$ cat config.mk
export PLATFORM = sky130hd
export DESIGN_NAME = seg_scan_ctrl
export DESIGN_NICKNAME = d
export VERILOG_FILES = /design/src/rtl/seg_scan_ctrl.sv
export SDC_FILE = /design/constraint.sdc
export NUM_CORES = 1
export LEC_CHECK = 0
export ABC_CLOCK_PERIOD_IN_PS = 6940
export BUFFER_PORTS_ARGS = -buffer_cell sky130_fd_sc_hd__buf_2
export CAP_MARGIN = 30
export CORE_MARGIN = 8
export CORE_UTILIZATION = 35
export DETAILED_ROUTE_END_ITERATION = 10
export GPL_ROUTABILITY_DRIVEN = 0
export HOLD_SLACK_MARGIN = 0.06
export SYNTH_ARGS = -nofsm -noshare
export SYNTH_HDL_FRONTEND = slang
export SYNTH_SLANG_ARGS = --single-unit
$ cat constraint.sdc
create_clock -name clk -period 6.94 [get_ports clk]
set_clock_uncertainty 0.15 [all_clocks]
set_input_delay 0.347 -clock clk [delete_from_list [all_inputs] [get_ports clk]]
set_output_delay 0.347 -clock clk [all_outputs]
set_load 0.1 [all_outputs]
$ cat src/rtl/seg_scan_ctrl.sv
// ---------------------------------------------------------------------------
// seg_scan_ctrl
//
// Time-multiplexed scan controller for a NUM_DIGITS-digit 7-segment display
// that shares one segment bus. Digit values are held in a shadow register so
// that a multi-digit value is only ever swapped at a frame boundary and the
// display never shows a torn value. Each digit slot starts with an anode-off
// guard interval to prevent ghosting. Leading zeros can optionally be hidden.
//
// Ports:
//   clk          system clock, all logic on the rising edge
//   rst          synchronous active-high reset
//   digits_in    BCD digits, [3:0] = digit 0 (least significant)
//   dp_in        decimal point per digit, 1 = lit, used live (not shadowed)
//   blank_lz     1 = suppress leading zeros, used live
//   upd_req      level request to load digits_in into the shadow register
//   upd_ack      one-cycle pulse: shadow has been loaded
//   frame_start  one-cycle pulse on the first cycle of each frame
//   seg_n        segments a..g on bits 0..6, active low
//   dp_n         decimal point, active low
//   an_n         anode enables, active low, bit i = digit i
//
// Update handshake: the requester raises upd_req and holds it, together with
// a stable digits_in, until it sees upd_ack. The block samples upd_req only
// on the last cycle of a frame; when high, digits_in is copied into the
// shadow and upd_ack pulses on the next cycle, which is also the frame_start
// cycle of the frame that first shows the new value. A request still high at
// the following frame end is loaded and acknowledged again, so at most one
// load happens per frame. Activity on upd_req between frame ends is ignored.
//
// All outputs are registered: the value seen after an edge reflects the scan
// position held by the counters just before that edge.
// ---------------------------------------------------------------------------
module seg_scan_ctrl #(
    parameter int NUM_DIGITS   = 4,
    parameter int SCAN_DIV     = 50000,
    parameter int BLANK_CYCLES = 16
) (
    input  logic                    clk,
    input  logic                    rst,
    input  logic [4*NUM_DIGITS-1:0] digits_in,
    input  logic [NUM_DIGITS-1:0]   dp_in,
    input  logic                    blank_lz,
    input  logic                    upd_req,
    output logic                    upd_ack,
    output logic                    frame_start,
    output logic [6:0]              seg_n,
    output logic                    dp_n,
    output logic [NUM_DIGITS-1:0]   an_n
);

    localparam int CNT_W = (SCAN_DIV > 1) ? $clog2(SCAN_DIV) : 1;
    localparam int IDX_W = (NUM_DIGITS > 1) ? $clog2(NUM_DIGITS) : 1;

    localparam logic [CNT_W-1:0] CNT_LAST  = CNT_W'(SCAN_DIV - 1);
    localparam logic [CNT_W-1:0] CNT_BLANK = CNT_W'(BLANK_CYCLES);
    localparam logic [IDX_W-1:0] IDX_LAST  = IDX_W'(NUM_DIGITS - 1);
    localparam logic [6:0]       SEG_OFF   = 7'h7F;

    // Scan position: cycle within the slot and the slot (digit) index.
    logic [CNT_W-1:0]        cnt;
    logic [IDX_W-1:0]        idx;
    logic [4*NUM_DIGITS-1:0] shadow;
    logic                    ack_pend;

    logic                    last_cnt;
    logic                    last_idx;
    logic                    frame_end;
    logic                    in_blank;
    logic                    load_now;

    logic [NUM_DIGITS-1:0]   lz_mask;
    logic                    zero_above;
    logic [3:0]              cur_digit;
    logic                    cur_dp;
    logic                    cur_sup;

    function automatic logic [6:0] decode(input logic [3:0] d);
        logic [6:0] s;
        case (d)
            4'd0:    s = 7'h40;
            4'd1:    s = 7'h79;
            4'd2:    s = 7'h24;
            4'd3:    s = 7'h30;
            4'd4:    s = 7'h19;
            4'd5:    s = 7'h12;
            4'd6:    s = 7'h02;
            4'd7:    s = 7'h78;
            4'd8:    s = 7'h00;
            4'd9:    s = 7'h10;
            default: s = SEG_OFF;  // non-BCD codes show nothing
        endcase
        return s;
    endfunction

    assign last_cnt  = (cnt == CNT_LAST);
    assign last_idx  = (idx == IDX_LAST);
    assign frame_end = last_cnt && last_idx;
    assign in_blank  = (cnt < CNT_BLANK);
    assign load_now  = frame_end && upd_req;

    // Leading-zero mask: digit i is hidden when it and every digit above it
    // are zero. Digit 0 is never hidden, so the loop stops at 1.
    always_comb begin
        lz_mask    = '0;
        zero_above = 1'b1;
        for (int i = NUM_DIGITS - 1; i >= 1; i--) begin
            zero_above = zero_above && (shadow[4*i +: 4] == 4'd0);
            lz_mask[i] = blank_lz && zero_above;
        end
    end

    // Select the data for the digit currently being scanned.
    always_comb begin
        cur_digit = 4'd0;
        cur_dp    = 1'b0;
        cur_sup   = 1'b0;
        for (int i = 0; i < NUM_DIGITS; i++) begin
            if (idx == IDX_W'(i)) begin
                cur_digit = shadow[4*i +: 4];
                cur_dp    = dp_in[i];
                cur_sup   = lz_mask[i];
            end
        end
    end

    always_ff @(posedge clk) begin
        if (rst) begin
            cnt         <= '0;
            idx         <= '0;
            shadow      <= '0;
            ack_pend    <= 1'b0;
            upd_ack     <= 1'b0;
            frame_start <= 1'b0;
            seg_n       <= SEG_OFF;
            dp_n        <= 1'b1;
            an_n        <= '1;
        end else begin
            // Explicit wrap keeps non-power-of-two digit counts correct.
            if (last_cnt) begin
                cnt <= '0;
                idx <= last_idx ? '0 : idx + 1'b1;
            end else begin
                cnt <= cnt + 1'b1;
            end

            frame_start <= (idx == '0) && (cnt == '0);

            // The load happens on the frame's last cycle; the ack is delayed
            // one cycle so it lines up with the next frame_start.
            ack_pend <= load_now;
            upd_ack  <= ack_pend;
            if (load_now) begin
                shadow <= digits_in;
            end

            if (in_blank) begin
                an_n  <= '1;
                seg_n <= SEG_OFF;
                dp_n  <= 1'b1;
            end else begin
                an_n  <= ~(NUM_DIGITS'(1) << idx);
                seg_n <= cur_sup ? SEG_OFF : decode(cur_digit);
                dp_n  <= ~cur_dp;
            end
        end
    end

endmodule

==> metrics.log <==
INFO  metric run_status = completed
INFO  metric clock-sinks = 49
INFO  metric cts.hold.buffers_added = 0
INFO  metric critical_path_arrival = 2800 ps
INFO  metric firstDrtPassIters = 4
INFO  metric worst_case_vdd_ir_drop = 83.5 uV
INFO  metric core_area = 7140 sq um
INFO  metric whs_endpoint = shadow[13]
INFO  metric top_level_ports = 38
INFO  metric drv.max_cap_violation_count = 0
INFO  metric reg2reg_depth = 8
INFO  metric power-per-cell-area = 182 nW/um^2
INFO  metric hold_depth = 3
INFO  metric r2r-end = seg_n[0]
INFO  metric path_clk_slew = 90 ps
INFO  metric relative_area_change_from_synthesis_to_final_layout = 11.9%
INFO  metric synth_top_cells_by_area = sky130_fd_sc_hd__dfxtp_1, sky130_fd_sc_hd__ha_1, sky130_fd_sc_hd__nand4_1, sky130_fd_sc_hd__a21oi_1, sky130_fd_sc_hd__o31ai_2
INFO  metric setup_total_negative_slack = 0 ps
INFO  metric antenna_cells = 0
INFO  metric worst-setup-path-type = reg -> reg
INFO  metric timing.hold.worst.class = in -> reg
INFO  metric end_kind = register
INFO  metric port_buffers = 37
INFO  metric worst-path-max-fanout = 19
INFO  metric async_flop_share = 0%
INFO  metric dieHeight = 101 um
INFO  metric min_period_over_period = 39.9%
INFO  metric timing.hold.worst.start = digits_in[13]
INFO  metric critical_path.slowest_cell = sky130_fd_sc_hd__ha_1
INFO  metric tritoncts = done
INFO  metric yosys_warnings = 0
INFO  metric grt.total_usage = 11.5%
INFO  metric initial_core_util = 35.4%
INFO  metric synth_area_leader_cell = sky130_fd_sc_hd__dfxtp_1
INFO  metric die-area = 10,200 sq um
INFO  metric route.detailed.wl_per_inst = 14.3 um
INFO  metric grt_max_degree = 25
INFO  metric yosysUniqueCellTypes = 49
INFO  metric final_worst_path_period_need = 2770 ps
INFO  metric worst-r2r-setup-slack = 4170 ps
INFO  metric worst_slew_margin_rel = 42.0%
INFO  metric required = 6970 ps
INFO  metric syn-mean-instance-area = 9.15 sq um
INFO  metric synth.net_count = 311
INFO  metric yosys_register_bits = 49
INFO  metric layout.cell_area.non_filler = 2830 sq um
INFO  metric timing.final.max_slew_violations = 0
INFO  metric r2r-start = idx[0]
INFO  metric viasPerCell = 5.17
INFO  metric final_hold_fails = 0
INFO  metric fp.dieW = 101 um
INFO  metric drc = 0
INFO  metric synth_top_area_share = 38.9%
INFO  metric num_rows = 31
INFO  metric critical_path.cell_chain = ha_1, a211oi_1, a221oi_1, inv_1, ha_1, nor3b_1, a221oi_1, o21ai_1
INFO  metric routed_wirelength = 5720 um
INFO  metric rsz0062_at_grt = no
INFO  metric nets = 334
INFO  metric part_of_the_yosys_area_used_for_sequential_elements = 38.9%
INFO  metric synth-edff-count = 0
INFO  metric drive_above_1_share = 20.0%
INFO  metric detail_route.iter0.violations = 127
INFO  metric max_slew.worst_pin.slew = 868 ps
INFO  metric number_of_antenna_violations_at_the_first_check_in_global_routing = 0
INFO  metric cts_resized = 0
INFO  metric root_buffer_cell = sky130_fd_sc_hd__clkbuf_8
INFO  metric postSynth.topFlopCell = sky130_fd_sc_hd__dfxtp_1
INFO  metric post_cts.repair.setup_buffers = 0
INFO  metric max_freq = 361 MHz
INFO  metric detailed_place.area = 2710 sq um
INFO  metric most_instantiated_cells_after_synthesis = sky130_fd_sc_hd__dfxtp_1, sky130_fd_sc_hd__a21oi_1, sky130_fd_sc_hd__nand4_1, sky130_fd_sc_hd__nor2_1, sky130_fd_sc_hd__nand2_1
INFO  metric grt_first_pass_wirelength = 9440 um
INFO  metric detail-route-antenna-nets = 0
INFO  metric numCtsBuffers = 5
INFO  metric timing.critical_path.from_type = register
INFO  metric post_synth_instance_area = 2520 sq um
INFO  metric clock_insertion_delay_worst_skew = 300 ps
INFO  metric synth_most_common_cell = sky130_fd_sc_hd__dfxtp_1
INFO  metric grt_overflow_total = 0
INFO  metric post-dp-hpwl = 4100 um
INFO  metric setup-violations-final = 0
INFO  metric vias = 2,062
INFO  metric clock_tree_buf_depth = 2
INFO  metric grt_pass1_vias = 1,944
INFO  metric cts_htree_levels = 2
INFO  metric crit_path_max_incr_delay = 600 ps
INFO  metric p_leak = 0.992 nW
INFO  metric synthesis.instances = 276
metal layers:
metal	wire length, um	part of all wire, %	GRT usage (%)
met1	2780	49	14.8
met3	281	4.9	2.90
met2	2590	45	18.3
met5	0	0	0
met4	68	1.2	3.78
worst max-delay path by stage:
stage	from	cells after the start	end	slack, ps
after CTS	idx[0]	8	seg_n[0]	4170
after floorplan	idx[1]	10	seg_n[0]	4600
after global placement	idx[0]	8	seg_n[0]	4320
final	idx[0]	8	seg_n[0]	4170
after detailed placement	idx[0]	8	seg_n[0]	4210
after global routing	idx[0]	8	seg_n[0]	3870
cells in the final DEF (no fill, tap or decap), types with 2 or more instances in the layout:
cell type,netlist,final
sky130_fd_sc_hd__a211oi_1,3,3
sky130_fd_sc_hd__a21oi_1,24,24
sky130_fd_sc_hd__a221oi_1,4,4
sky130_fd_sc_hd__and2_1,6,6
sky130_fd_sc_hd__and3_1,3,3
sky130_fd_sc_hd__and4_1,3,3
sky130_fd_sc_hd__buf_2,10,37
sky130_fd_sc_hd__clkbuf_8,0,6
sky130_fd_sc_hd__dfxtp_1,49,49
sky130_fd_sc_hd__ha_1,11,11
sky130_fd_sc_hd__inv_1,10,10
sky130_fd_sc_hd__nand2_1,14,14
sky130_fd_sc_hd__nand3_1,9,9
sky130_fd_sc_hd__nand3b_1,3,3
sky130_fd_sc_hd__nand4_1,20,20
sky130_fd_sc_hd__nor2_1,16,16
sky130_fd_sc_hd__nor2b_1,5,5
sky130_fd_sc_hd__nor3_1,3,3
sky130_fd_sc_hd__nor3b_1,6,6
sky130_fd_sc_hd__nor4_1,3,3
sky130_fd_sc_hd__o211ai_1,3,3
sky130_fd_sc_hd__o21ai_0,8,8
sky130_fd_sc_hd__o21ai_1,3,3
sky130_fd_sc_hd__o31ai_1,10,10
sky130_fd_sc_hd__o31ai_2,7,7
sky130_fd_sc_hd__or3_1,4,4
sky130_fd_sc_hd__xnor2_1,2,2
sky130_fd_sc_hd__xor2_1,8,8
state kept, by name (all words and copies together), names as in the netlist:
register and flops:
ack_pend 1, an_n 4, cnt 16, dp_n 1, frame_start 1, idx 2
seg_n 7, shadow 16, upd_ack 1
layout make-up:
type | instances | area, sq um
sequential | 49 | 981
fill | 745 | 4310
clock buffer | 7 | 86.3
multi-input combinational | 196 | 1380
timing repair buffer | 37 | 185
tap | 99 | 124
inverter | 10 | 37.5
clock inverter | 1 | 30.0
critical path: cells and delay by family (launching register included):
family,cells,cell delay (ps)
adders and majority gates,2,820
and+or+nand+nor,1,130
AOI/OAI and AO/OA,4,980
DFF,1,390
buffers and inverters,1,170
metrics by stage:
step	hold slack (ps)	total power [mW]	instances	util (%)	setup WS, ps
after global routing	149	0.536	399	39.6	3870
after CTS	143	0.524	399	39.6	4170
final	154	0.515	399	39.6	4170
after floorplan	264	0.302	276	-	4600
after detailed placement	285	0.312	391	38.0	4210
after global placement	301	0.312	391	38.0	4320
power breakdown:
group	leakage [nW]	total, mW	switching [mW]	internal, mW
clock	0.0585	0.211	0.0932	0.118
combinational	0.538	0.0201	0.0124	0.00773
sequential	0.396	0.285	0.00167	0.283
total	0.992	0.515	0.107	0.408
logic make-up (layout without fill, tap and decap cells):
kind of cell / after synthesis / in the layout / synth area share [%]
compound gates: 73 / 73 / 21.5
xor+xnor: 10 / 10 / 3.47
fa+ha+maj: 11 / 11 / 5.45
buf+inv: 31 / 55 / 6.44
flops: 49 / 49 / 38.9
simple gates: 102 / 102 / 24.3
Power figures use the tool's default switching activity.
